File: src/rtl/sms4_rk_rev_buf.sv
// ============================================================================
// Module   : sms4_rk_rev_buf
// Purpose  : SMS4 round-key buffer. It captures rk0..rk31 and replays them
//            forward or reversed over a valid/ready handshake.
// Options  : SMS4_RK_PARITY_EN adds a per-word even-parity bit and the rk_perr
//            output.
// Revision : 1.0 - initial release
// ============================================================================
`default_nettype none

module sms4_rk_rev_buf #(
    parameter int BWIDTH = 32,
    parameter int NRK    = 32,
    parameter int IDXW   = 5
) (
    input  logic              clk,
    input  logic              rst,
    input  logic              clear,
    input  logic              wr_en,
    input  logic [0:BWIDTH-1] wr_rk,
    output logic              wr_err,
    output logic              loaded,
    input  logic              start,
    input  logic              dec_mode,
    output logic [0:BWIDTH-1] rk_out,
    output logic [IDXW-1:0]   rk_idx,
    output logic              rk_valid,
    input  logic              rk_ready,
    output logic              rk_last,
`ifdef SMS4_RK_PARITY_EN
    output logic              rk_perr,
`endif
    output logic              busy
);

    typedef enum logic [1:0] {
        ST_EMPTY = 2'd0,
        ST_LOAD  = 2'd1,
        ST_READY = 2'd2,
        ST_READ  = 2'd3
    } state_t;

    localparam logic [IDXW-1:0] c_LAST_IDX = IDXW'(NRK - 1);

    state_t               r_state, w_state_nx;
    logic [IDXW-1:0]      r_wr_cnt, w_wr_cnt_nx;
    logic [IDXW-1:0]      r_idx, w_idx_nx;
    logic                 r_loaded, w_loaded_nx;
    logic                 r_valid, w_valid_nx;
    logic                 r_busy, w_busy_nx;
    logic                 r_last, w_last_nx;
    logic                 r_dec, w_dec_nx;
    logic                 r_wr_err, w_wr_err_nx;
    logic                 w_we;
    logic                 w_fetch;
    logic [0:BWIDTH-1]    r_rk_out;
    logic [0:BWIDTH-1]    r_mem [NRK];

    always_ff @(posedge clk) begin
        if (rst) r_state <= ST_EMPTY;
        else     r_state <= w_state_nx;
    end

    always_comb begin
        w_state_nx  = r_state;
        w_wr_cnt_nx = r_wr_cnt;
        w_idx_nx    = r_idx;
        w_loaded_nx = r_loaded;
        w_valid_nx  = r_valid;
        w_busy_nx   = r_busy;
        w_last_nx   = r_last;
        w_dec_nx    = r_dec;
        w_wr_err_nx = 1'b0;
        w_we        = 1'b0;
        w_fetch     = 1'b0;
        if (clear) begin
            w_state_nx  = ST_EMPTY;
            w_wr_cnt_nx = '0;
            w_loaded_nx = 1'b0;
            w_valid_nx  = 1'b0;
            w_busy_nx   = 1'b0;
            w_last_nx   = 1'b0;
        end else begin
            case (r_state)
                ST_EMPTY, ST_LOAD: begin
                    if (wr_en) begin
                        w_we        = 1'b1;
                        w_wr_cnt_nx = r_wr_cnt + IDXW'(1);
                        if (r_wr_cnt == c_LAST_IDX) begin
                            w_state_nx  = ST_READY;
                            w_loaded_nx = 1'b1;
                        end else begin
                            w_state_nx  = ST_LOAD;
                        end
                    end
                end
                ST_READY: begin
                    w_wr_err_nx = wr_en;
                    if (start) begin
                        w_dec_nx   = dec_mode;
                        w_state_nx = ST_READ;
                        w_busy_nx  = 1'b1;
                        w_valid_nx = 1'b1;
                        w_idx_nx   = dec_mode ? c_LAST_IDX : '0;
                        // A single-key buffer starts and ends on the same index
                        w_last_nx  = (c_LAST_IDX == '0);
                        w_fetch    = 1'b1;
                    end
                end
                ST_READ: begin
                    w_wr_err_nx = wr_en;
                    if (r_valid && rk_ready) begin
                        if (r_last) begin
                            w_state_nx = ST_READY;
                            w_valid_nx = 1'b0;
                            w_busy_nx  = 1'b0;
                            w_last_nx  = 1'b0;
                        end else begin
                            w_idx_nx  = r_dec ? (r_idx - IDXW'(1)) : (r_idx + IDXW'(1));
                            w_last_nx = r_dec ? (w_idx_nx == '0) : (w_idx_nx == c_LAST_IDX);
                            w_fetch   = 1'b1;
                        end
                    end
                end
                default: w_state_nx = ST_EMPTY;
            endcase
        end
    end

    // Key storage carries no reset; only the valid state is cleared
    always_ff @(posedge clk) begin
        if (w_we) r_mem[r_wr_cnt] <= wr_rk;
    end

    always_ff @(posedge clk) begin
        if (rst) begin
            r_wr_cnt <= '0;
            r_idx    <= '0;
            r_loaded <= 1'b0;
            r_valid  <= 1'b0;
            r_busy   <= 1'b0;
            r_last   <= 1'b0;
            r_dec    <= 1'b0;
            r_wr_err <= 1'b0;
            r_rk_out <= '0;
        end else begin
            r_wr_cnt <= w_wr_cnt_nx;
            r_idx    <= w_idx_nx;
            r_loaded <= w_loaded_nx;
            r_valid  <= w_valid_nx;
            r_busy   <= w_busy_nx;
            r_last   <= w_last_nx;
            r_dec    <= w_dec_nx;
            r_wr_err <= w_wr_err_nx;
            if (w_fetch) r_rk_out <= r_mem[w_idx_nx];
        end
    end

`ifdef SMS4_RK_PARITY_EN
    logic r_par [NRK];
    logic r_par_out;

    always_ff @(posedge clk) begin
        if (w_we) r_par[r_wr_cnt] <= ^wr_rk;
    end

    always_ff @(posedge clk) begin
        if (rst)          r_par_out <= 1'b0;
        else if (w_fetch) r_par_out <= r_par[w_idx_nx];
    end

    assign rk_perr = r_valid & ((^r_rk_out) ^ r_par_out);
`endif

    assign wr_err   = r_wr_err;
    assign loaded   = r_loaded;
    assign rk_out   = r_rk_out;
    assign rk_idx   = r_idx;
    assign rk_valid = r_valid;
    assign rk_last  = r_last;
    assign busy     = r_busy;

endmodule

`default_nettype wire

File: config.mk
export PLATFORM = sky130hd
export DESIGN_NAME = sms4_rk_rev_buf
export DESIGN_NICKNAME = d
export VERILOG_FILES = /design/src/rtl/sms4_rk_rev_buf.sv
export SDC_FILE = /design/constraint.sdc
export NUM_CORES = 1
export LEC_CHECK = 0
export ABC_AREA = 1
export CELL_PAD_IN_SITES_DETAIL_PLACEMENT = 1
export CELL_PAD_IN_SITES_GLOBAL_PLACEMENT = 1
export CORE_MARGIN = 2
export CORE_UTILIZATION = 54
export DETAILED_ROUTE_END_ITERATION = 7
export HOLD_SLACK_MARGIN = 0.12
export PLACE_DENSITY_LB_ADDON = 0.1
export SETUP_SLACK_MARGIN = 0.2
export SLEW_MARGIN = 20
export SYNTH_ARGS = -nofsm -noshare
export SYNTH_HDL_FRONTEND = slang
export SYNTH_SLANG_ARGS = --single-unit
File: constraint.sdc
create_clock -name clk -period 5.3 [get_ports clk]
set_input_delay 1.06 -clock clk [delete_from_list [all_inputs] [get_ports clk]]
set_output_delay 1.06 -clock clk [all_outputs]
set_load 0.005 [all_outputs]
==> metrics.log, run 1 <==
[metrics] multi-input gate area in the final layout: 11800 µm²
[metrics] wire length of the first global-routing pass: 223 mm
[metrics] synthesis-to-finish area growth: 12.2%
[metrics] DRT iter0 DRCs: 3341
[metrics] number of remaining DRC errors: 0
[metrics] Yosys warning count: 0
[metrics] cell type with the largest total area after synthesis: sky130_fd_sc_hd__edfxtp_1
[metrics] clock transition at the register clock pins on the worst setup and hold paths after CTS: 0.06 ns
[metrics] most common library cell in the layout ignoring fill and taps: sky130_fd_sc_hd__nand3_1
[metrics] most frequent cells in the layout: sky130_fd_sc_hd__nand3_1 (1137), sky130_fd_sc_hd__edfxtp_1 (1024), sky130_fd_sc_hd__nand2_1 (829), sky130_fd_sc_hd__inv_1 (564), sky130_fd_sc_hd__nand3b_1 (224)
[metrics] final WL: 150 mm
[metrics] TritonCTS clock tree: done
[metrics] total number of placement rows: 107
[metrics] r2r setup slk: 1.95 ns
[metrics] crit path max fanout: 89
[metrics] filler cell count: 8835
[metrics] cell area after synthesis: 46800 µm²
[metrics] flops & latches, synth: 1073
[metrics] Power Total: 17.2 mW
[metrics] Critical Path AT: 4.11 ns
[metrics] total overflow reported by the global router: 0
[metrics] worst min-delay path class: reg2reg
[metrics] Port Buffer Count: 80
[metrics] RSZ-0062 raised after global routing: no
[metrics] number of buffers added by the clock tree synthesis step: 111
[metrics] area of the core: 85500 µm²
[metrics] DR vias: 33800
[metrics] number of distinct standard cells referenced by the synthesized netlist: 34
[metrics] global-route total usage across every layer: 33.6%
[metrics] number of max-capacitance violations reported: 0
[metrics] Pwr per Cell Area: 328 nW/µm²
[metrics] Initial Utilization: 54.7%
[metrics] cells taking the most area after synthesis: sky130_fd_sc_hd__edfxtp_1 (66%), sky130_fd_sc_hd__nand3_1 (12%), sky130_fd_sc_hd__nand2_1 (6.7%), sky130_fd_sc_hd__inv_1 (4.5%), sky130_fd_sc_hd__nand3b_1 (3.6%)
[metrics] leakage power: 20.6 nW
[metrics] routability cong.: 0.789
[metrics] total negative slack for setup checks: 0 ns
[metrics] height of the chip: 298 µm
[metrics] die footprint: 89000 µm²
[metrics] Routed met2 length: 73.6 mm
[metrics] # clock sinks: 1073
[metrics] insertion delay of the later-clocked pin in the worst-skew pair: 0.69 ns
[metrics] wire length per cell after detailed routing: 27.0 µm
[metrics] highest metal layer with signal wires: met5
[metrics] share of synthesized area occupied by flip-flops and latches: 67.8%
[metrics] CP Class: in2reg
[metrics] post-cts sizing count: 0
[metrics] maximum level of the CTS H-tree: 3
[metrics] drt first pass iters: 5
[metrics] fraction of layout instances using a drive strength above 1: 7.72%
[metrics] largest buffer count on any clock path: 3
[metrics] post-CTS setup buffers: 0
[metrics] final clock skew: 0.0262 ns
[metrics] nature of the critical path startpoint: input port
[metrics] IR drop worst, VDD: 308 µV
[metrics] I/O pin cnt: 81
[metrics] root buffer cell: sky130_fd_sc_hd__clkbuf_16
[metrics] vias per cell: 6.09
[metrics] number of failing setup endpoints in the final timing report: 0
[metrics] pin count of the biggest net entering global routing: 130
[metrics] Final Hold Fails: 0
[metrics] Final Critical Period: 3.59 ns
[metrics] placed wire-length estimate after detailed placement: 79.4 mm
[metrics] hold_buf cts: 0
[metrics] post-synthesis cell count: 4291
[metrics] Final nets: 4360
[metrics] relative slew slack: 25.0%
[metrics] length of routed met3 wiring: 10.8 mm
[metrics] number of max-slew violations in the final report: 0
[metrics] transition time at the pin with the least slew margin: 1.12 ns
[metrics] post-detailed-route count of antenna-violating nets: 0
[metrics] status: finished, final reports clean
[metrics] overall die width: 298 µm
[metrics] vias in the first global route: 35400
[metrics] fraction of post-synthesis cell area in the top cell type by area: 65.7%
[metrics] initial antenna violation count: 10
[metrics] Syn Area/Cell: 10.9 µm²
[metrics] Max Clock Freq: 279 MHz
[metrics] M1 wire length: 59.1 mm
[metrics] Synthesized Nets: 4341
[metrics] Sequential cell area: 31700 µm²
[metrics] type of destination of the critical path: register
[metrics] post-route clock period utilization: 67.7%
[metrics] required arrival time at the worst endpoint: 5.82 ns
==> flip-flops by register name (all words and copies together) (netlist names), named ones only <==
register / count
r_dec: 1
r_state: 2
wr_err: 1
rk_idx: 4
rk_out: 32
rk_last: 1
r_mem: 1024
r_wr_cnt: 5
busy: 1
loaded: 1
==> cells by family after synthesis <==
kind of cell	synth area share, %
adders and majority gates	0.310
buffers and inverters	7.67
and+or+nand+nor	23.0
xor gates and xnor gates	0.0749
AOI/OAI and AO/OA	1.15
DFF	67.8
==> per-stage QoR <==
| stage | worst slack [ns] | hold slack (ns) | std cells | utilization (%) | cell area [µm²] |
|---|---|---|---|---|---|
| after global placement | 1.23 | 0.472 | 5341 | 57.4 | 49100 |
| after floorplan | 1.67 | 0.447 | 4291 | - | 46800 |
| after CTS | 1.80 | 0.484 | 5546 | 61.5 | 52600 |
| final | 1.71 | 0.478 | 5550 | 61.4 | 52500 |
| after detailed placement | 1.16 | 0.475 | 5341 | 57.4 | 49100 |
| after global routing | 1.51 | 0.524 | 5547 | 61.4 | 52500 |
==> power by group <==
part | internal [mW] | switching [mW] | total [mW]
logic | 0.0458 | 0.196 | 0.242
clock network | 4.36 | 3.32 | 7.68
registers | 9.30 | 0.00687 | 9.31
==> critical path: stages <==
cell and delay [ns]:
sky130_fd_sc_hd__clkdlybuf4s50_1 0.49, sky130_fd_sc_hd__nand2_1 0.12, sky130_fd_sc_hd__nor2_2 0.20, sky130_fd_sc_hd__nand2_1 0.08, sky130_fd_sc_hd__nand3_1 0.08, sky130_fd_sc_hd__nand2_1 0.13
sky130_fd_sc_hd__nand2_8 0.17, sky130_fd_sc_hd__buf_4 0.75, sky130_fd_sc_hd__nand3_1 0.19, sky130_fd_sc_hd__nand3_1 0.20, sky130_fd_sc_hd__nand3_1 0.10, sky130_fd_sc_hd__nand3_1 0.11
sky130_fd_sc_hd__nand3_1 0.12, sky130_fd_sc_hd__nand2_1 0.10, sky130_fd_sc_hd__a21oi_1 0.07
==> cell usage after synthesis <==
cell and count:
sky130_fd_sc_hd__xor2_1 3, sky130_fd_sc_hd__nand3_1 1137, sky130_fd_sc_hd__buf_6 10, sky130_fd_sc_hd__nor3_1 4, sky130_fd_sc_hd__dfxtp_1 49, sky130_fd_sc_hd__nand2_4 3, sky130_fd_sc_hd__o22ai_1 1, sky130_fd_sc_hd__nand3b_1 224
sky130_fd_sc_hd__o21ai_2 1, sky130_fd_sc_hd__o221a_2 1, sky130_fd_sc_hd__buf_2 195, sky130_fd_sc_hd__ha_1 10, sky130_fd_sc_hd__nor2_4 1, sky130_fd_sc_hd__nand2_1 829, sky130_fd_sc_hd__nor2_1 48, sky130_fd_sc_hd__o21ai_1 2
sky130_fd_sc_hd__inv_2 8, sky130_fd_sc_hd__nand2_2 2, sky130_fd_sc_hd__a21oi_1 43, sky130_fd_sc_hd__xnor2_1 1, sky130_fd_sc_hd__a211oi_1 2, sky130_fd_sc_hd__o21ai_0 40, sky130_fd_sc_hd__inv_1 564, sky130_fd_sc_hd__o31ai_1 2
sky130_fd_sc_hd__clkbuf_1 41, sky130_fd_sc_hd__o21bai_1 1, sky130_fd_sc_hd__fa_1 1, sky130_fd_sc_hd__buf_1 21, sky130_fd_sc_hd__a22oi_2 2, sky130_fd_sc_hd__a21oi_2 2, sky130_fd_sc_hd__buf_4 16, sky130_fd_sc_hd__o21a_1 1
sky130_fd_sc_hd__nor2_2 2, sky130_fd_sc_hd__edfxtp_1 1024
==> final timing paths <==
path	startpoint	endpoint	depth (start not counted)
setup / recovery	rk_ready	rk_out[4]$_SDFFE_PP0P_	15
hold / removal	loaded$_SDFFE_PP0P_	loaded$_SDFFE_PP0P_	2
setup reg to reg	rk_idx[1]$_SDFF_PP0_	rk_out[14]$_SDFFE_PP0P_	14
hold reg to reg	loaded$_SDFFE_PP0P_	loaded$_SDFFE_PP0P_	2
==> metal layers <==
metal  track usage (%)  vias to the layer above
met5                 0                        -
li1                  -                    14700
met2              56.4                     1339
met3              5.45                      401
met1              43.8                    17300
met4              13.9                        4
==> final cells by class <==
type	count	share of cell area, %
diodes	4	0.0191
clock buffers	150	5.82
clock inverters	55	0.870
inverters	572	4.10
multi-input cells	2363	22.4
flip-flops and latches	1073	60.4
well taps	1144	2.73
repair buffers	189	3.59
(Power assumes the default switching activity.)
==> inputs of run 2 (changes only) <==
Settings changed: CORE_UTILIZATION 54 to 46.
Clock period 5.3 ns to 3 ns, I/O delays scaled along.
==> run 2 against run 1 <==
Combinational power increased by 110%. Die area increased by 17%. Routed wire length increased by 4.1%. Worst hold slack got worse by 0.022 ns. Highest routed layer unchanged. Register-to-register slack got worse by 1.7 ns. First-iteration DRC count decreased by 9.1%. Largest cell class unchanged. Worst setup slack got worse by 1.5 ns. Utilization decreased by 5.9 points.
==> metrics.log, run 2 (synthesis results as in run 1) <==
[metrics] status: finished, final reports clean (unchanged)
[metrics] Final nets: 4548 (was 4360)
[metrics] post-placement worst setup slack: -0.181 ns (was 1.16 ns)
[metrics] flip-flop count of the largest register, all copies and words added: 1024 (unchanged)
[metrics] final core area utilization: 55.5% (was 61.4%)
[metrics] non-filler instance count after layout: 5954 (was 5550)
[metrics] post-route clock period utilization: 91.6%
[metrics] DRT iter0 DRCs: 3038 (was 3341)
[metrics] worst min-delay path class: reg2reg (unchanged)
[metrics] TritonCTS clock tree: done (unchanged)
[metrics] Final Hold Fails: 0 (unchanged)
[metrics] global-route total usage across every layer: 29.7% (was 33.6%)
[metrics] clock transition at the register clock pins on the worst setup and hold paths after CTS: 0.06 ns (about the same)
[metrics] maximum level of the CTS H-tree: 3 (unchanged)
[metrics] Initial Utilization: 46.6% (was 54.7%)
[metrics] leakage power: 21.9 nW (was 20.6 nW)
[metrics] die footprint: 104000 µm² (was 89000 µm²)
[metrics] Max Clock Freq: 364 MHz
[metrics] transition time at the pin with the least slew margin: 1.03 ns (was 1.12 ns)
[metrics] insertion delay of the later-clocked pin in the worst-skew pair: 0.70 ns (was 0.69 ns)
[metrics] routability cong.: 0.798 (was 0.789)
[metrics] number of buffers added by the clock tree synthesis step: 114 (was 111)
[metrics] beginning of the worst register-to-register path: r_dec$_SDFFE_PP0P_ (was rk_idx[1]$_SDFF_PP0_)
[metrics] synthesis-to-finish area growth: 19.1% (was 12.2%)
[metrics] Pwr per Cell Area: 558 nW/µm² (was 328 nW/µm²)
[metrics] area of the core: 100000 µm² (was 85500 µm²)
[metrics] DR vias: 33700 (was 33800)
[metrics] r2r worst-path depth: 13 (was 14)
[metrics] height of the chip: 323 µm (was 298 µm)
[metrics] vias per cell: 5.67 (was 6.09)
[metrics] hold_buf cts: 0 (unchanged)
[metrics] # clock sinks: 1073 (unchanged)
[metrics] number of gates on the worst path with buffers counted: 13 (was 15)
[metrics] Crit path largest cell delay: 0.50 ns (was 0.75 ns)
[metrics] initial antenna violation count: 2 (was 10)
[metrics] critical path's top delay family: simple AND/OR/NAND/NOR gates (unchanged)
[metrics] RSZ-0062 raised after global routing: yes (was no)
[metrics] start point of the critical path: r_dec$_SDFFE_PP0P_ (was rk_ready)
[metrics] number of max-capacitance violations reported: 0 (unchanged)
[metrics] number of max-slew violations in the final report: 0 (unchanged)
[metrics] crit path max fanout: 42 (was 89)
[metrics] relative slew slack: 31.3% (was 25.0%)
[metrics] total number of placement rows: 116 (was 107)
[metrics] CP cell instances: fa_1 -> nand2_1 -> nand3_1 -> nand2_1 -> nand2_1 -> o21ai_4 -> clkbuf_8 -> nand3_1 -> nand3_1 -> nand3_1 -> nand3_1 -> nand2_1 -> a21oi_1 (was clkdlybuf4s50_1 -> nand2_1 -> nor2_2 -> nand2_1 -> nand3_1 -> nand2_1 -> nand2_8 -> buf_4 -> nand3_1 -> nand3_1 -> nand3_1 -> nand3_1 -> nand3_1 -> nand2_1 -> a21oi_1)
[metrics] wire length of the first global-routing pass: 228 mm (was 223 mm)
[metrics] most flop-heavy register: r_mem (unchanged)
[metrics] buffering stage count on the worst path with inverters included: 1 (was 2)
[metrics] most frequent cells in the layout: sky130_fd_sc_hd__nand3_1 (1136), sky130_fd_sc_hd__edfxtp_1 (1024), sky130_fd_sc_hd__nand2_1 (829), sky130_fd_sc_hd__inv_1 (564), sky130_fd_sc_hd__nand3b_1 (224) (was sky130_fd_sc_hd__nand3_1 (1137), sky130_fd_sc_hd__edfxtp_1 (1024), sky130_fd_sc_hd__nand2_1 (829), sky130_fd_sc_hd__inv_1 (564), sky130_fd_sc_hd__nand3b_1 (224))
[metrics] fraction of layout instances using a drive strength above 1: 11.3% (was 7.72%)
[metrics] number of inserted diodes: 0 (was 4)
[metrics] largest buffer count on any clock path: 3 (unchanged)
[metrics] endpoint of the most critical setup path: rk_out[2]$_SDFFE_PP0P_ (was rk_out[4]$_SDFFE_PP0P_)
[metrics] pin count of the biggest net entering global routing: 85 (was 130)
[metrics] IR drop worst, VDD: 551 µV (was 308 µV)
[metrics] number of remaining DRC errors: 0 (unchanged)
[metrics] r2r endpoint: rk_out[2]$_SDFFE_PP0P_ (was rk_out[14]$_SDFFE_PP0P_)
[metrics] total overflow reported by the global router: 0 (unchanged)
[metrics] placed insts: 5730 (was 5341)
[metrics] I/O pin cnt: 81 (unchanged)
[metrics] type of destination of the critical path: register (unchanged)
[metrics] Power Total: 31.1 mW (was 17.2 mW)
[metrics] final clock skew: 0.0200 ns (was 0.0262 ns)
[metrics] nature of the critical path startpoint: register (was input port)
[metrics] most common library cell in the layout ignoring fill and taps: sky130_fd_sc_hd__nand3_1 (unchanged)
[metrics] placed wire-length estimate after detailed placement: 87.2 mm (was 79.4 mm)
[metrics] post-detailed-route count of antenna-violating nets: 0 (unchanged)
[metrics] vias in the first global route: 34700 (was 35400)
[metrics] drt first pass iters: 6 (was 5)
[metrics] setup slack after layout: 0.251 ns (was 1.71 ns)
[metrics] Final Critical Period: 2.75 ns
[metrics] CP Class: reg2reg (was in2reg)
[metrics] Port Buffer Count: 80 (unchanged)
[metrics] Critical Path AT: 3.37 ns (was 4.11 ns)
[metrics] slowest cell on the critical path: sky130_fd_sc_hd__clkbuf_8 (was sky130_fd_sc_hd__buf_4)
[metrics] cell repeated most along the worst path: sky130_fd_sc_hd__nand3_1 (unchanged)
[metrics] r2r setup slk: 0.25 ns (was 1.95 ns)
[metrics] number of failing setup endpoints in the final timing report: 0 (unchanged)
[metrics] required arrival time at the worst endpoint: 3.62 ns (was 5.82 ns)
[metrics] root buffer cell: sky130_fd_sc_hd__clkbuf_16 (unchanged)
[metrics] final WL: 156 mm (was 150 mm)
[metrics] wire length per cell after detailed routing: 26.2 µm (was 27.0 µm)
[metrics] overall die width: 323 µm (was 298 µm)
==> run 2: cell types whose count changed in the layout (fill, tap and decap cells not counted), sizes merged <==
| cell | previous run | this run |
|---|---|---|
| clkinvlp | 2 | 4 |
| diode | 4 | 0 |
| inv | 573 | 576 |
| bufinv | 7 | 9 |
| buf | 128 | 289 |
| clkinv | 45 | 23 |
| clkbuf | 150 | 180 |
| clkdlybuf4s50 | 61 | 80 |
==> run 2: worst register-to-register path, stage by stage (launching register included) <==
cell,delay [ns]
sky130_fd_sc_hd__dfxtp_4,0.41
sky130_fd_sc_hd__fa_1,0.43
sky130_fd_sc_hd__nand2_1,0.08
sky130_fd_sc_hd__nand3_1,0.08
sky130_fd_sc_hd__nand2_1,0.13
sky130_fd_sc_hd__nand2_1,0.11
sky130_fd_sc_hd__o21ai_4,0.21
sky130_fd_sc_hd__clkbuf_8,0.51
sky130_fd_sc_hd__nand3_1,0.18
sky130_fd_sc_hd__nand3_1,0.12
sky130_fd_sc_hd__nand3_1,0.09
sky130_fd_sc_hd__nand3_1,0.17
sky130_fd_sc_hd__nand2_1,0.07
sky130_fd_sc_hd__a21oi_1,0.11
==> run 2: final cells by class <==
class	count	area (µm²)
clock buffers	175	3270
clock inverters	40	438
fillers	10600	44700
inverters	572	2150
multi-input cells	2363	11800
flip-flops and latches	1073	31700
well taps	1357	1700
repair buffers	374	4630
==> run 2: what timing repair did <==
item                                    in CTS  in global routing
pin swaps                                    0                  1
endpoints found under the setup margin      13                 19
resized for setup                            3                 20
cloned                                       0                  5
setup buffers                                0                  4
==> run 2: metrics by stage <==
step           area, µm²  TNS [ns]  hold slack [ns]
2_1_floorplan      46800   -132.99            0.447
4_1_cts            55500         0            0.462
5_1_grt            55700         0            0.495
3_3_place_gp       51700     -1.84            0.450
6_report           55700         0            0.456
3_5_place_dp       51700     -3.22            0.450
==> run 2: worst min-delay path by stage <==
stage                              startpoint                   to  slack, ns  cells past startpoint
after floorplan           loaded$_SDFFE_PP0P_  loaded$_SDFFE_PP0P_       0.45                      2
after global placement    loaded$_SDFFE_PP0P_  loaded$_SDFFE_PP0P_       0.45                      2
after detailed placement  loaded$_SDFFE_PP0P_  loaded$_SDFFE_PP0P_       0.45                      2
after CTS                 loaded$_SDFFE_PP0P_  loaded$_SDFFE_PP0P_       0.46                      2
after global routing      loaded$_SDFFE_PP0P_  loaded$_SDFFE_PP0P_       0.50                      2
final                     loaded$_SDFFE_PP0P_  loaded$_SDFFE_PP0P_       0.46                      2
==> run 2: routing by layer <==
layer	routed length, µm	part of all wire [%]	up-vias	global-route usage, %
met4	5320	3.4	4	9.49
met5	22	0.014	-	0
met2	76700	49	1010	51.0
met3	8710	5.6	269	4.03
li1	-	-	15100	-
met1	65500	42	17300	39.1
==> run 2: power breakdown <==
| group | internal [mW] | switching, mW | total, mW |
|---|---|---|---|
| combinational | 0.131 | 0.384 | 0.514 |
| clock | 8.25 | 5.87 | 14.1 |
| sequential | 16.4 | 0.0111 | 16.4 |
| total | 24.8 | 6.26 | 31.1 |
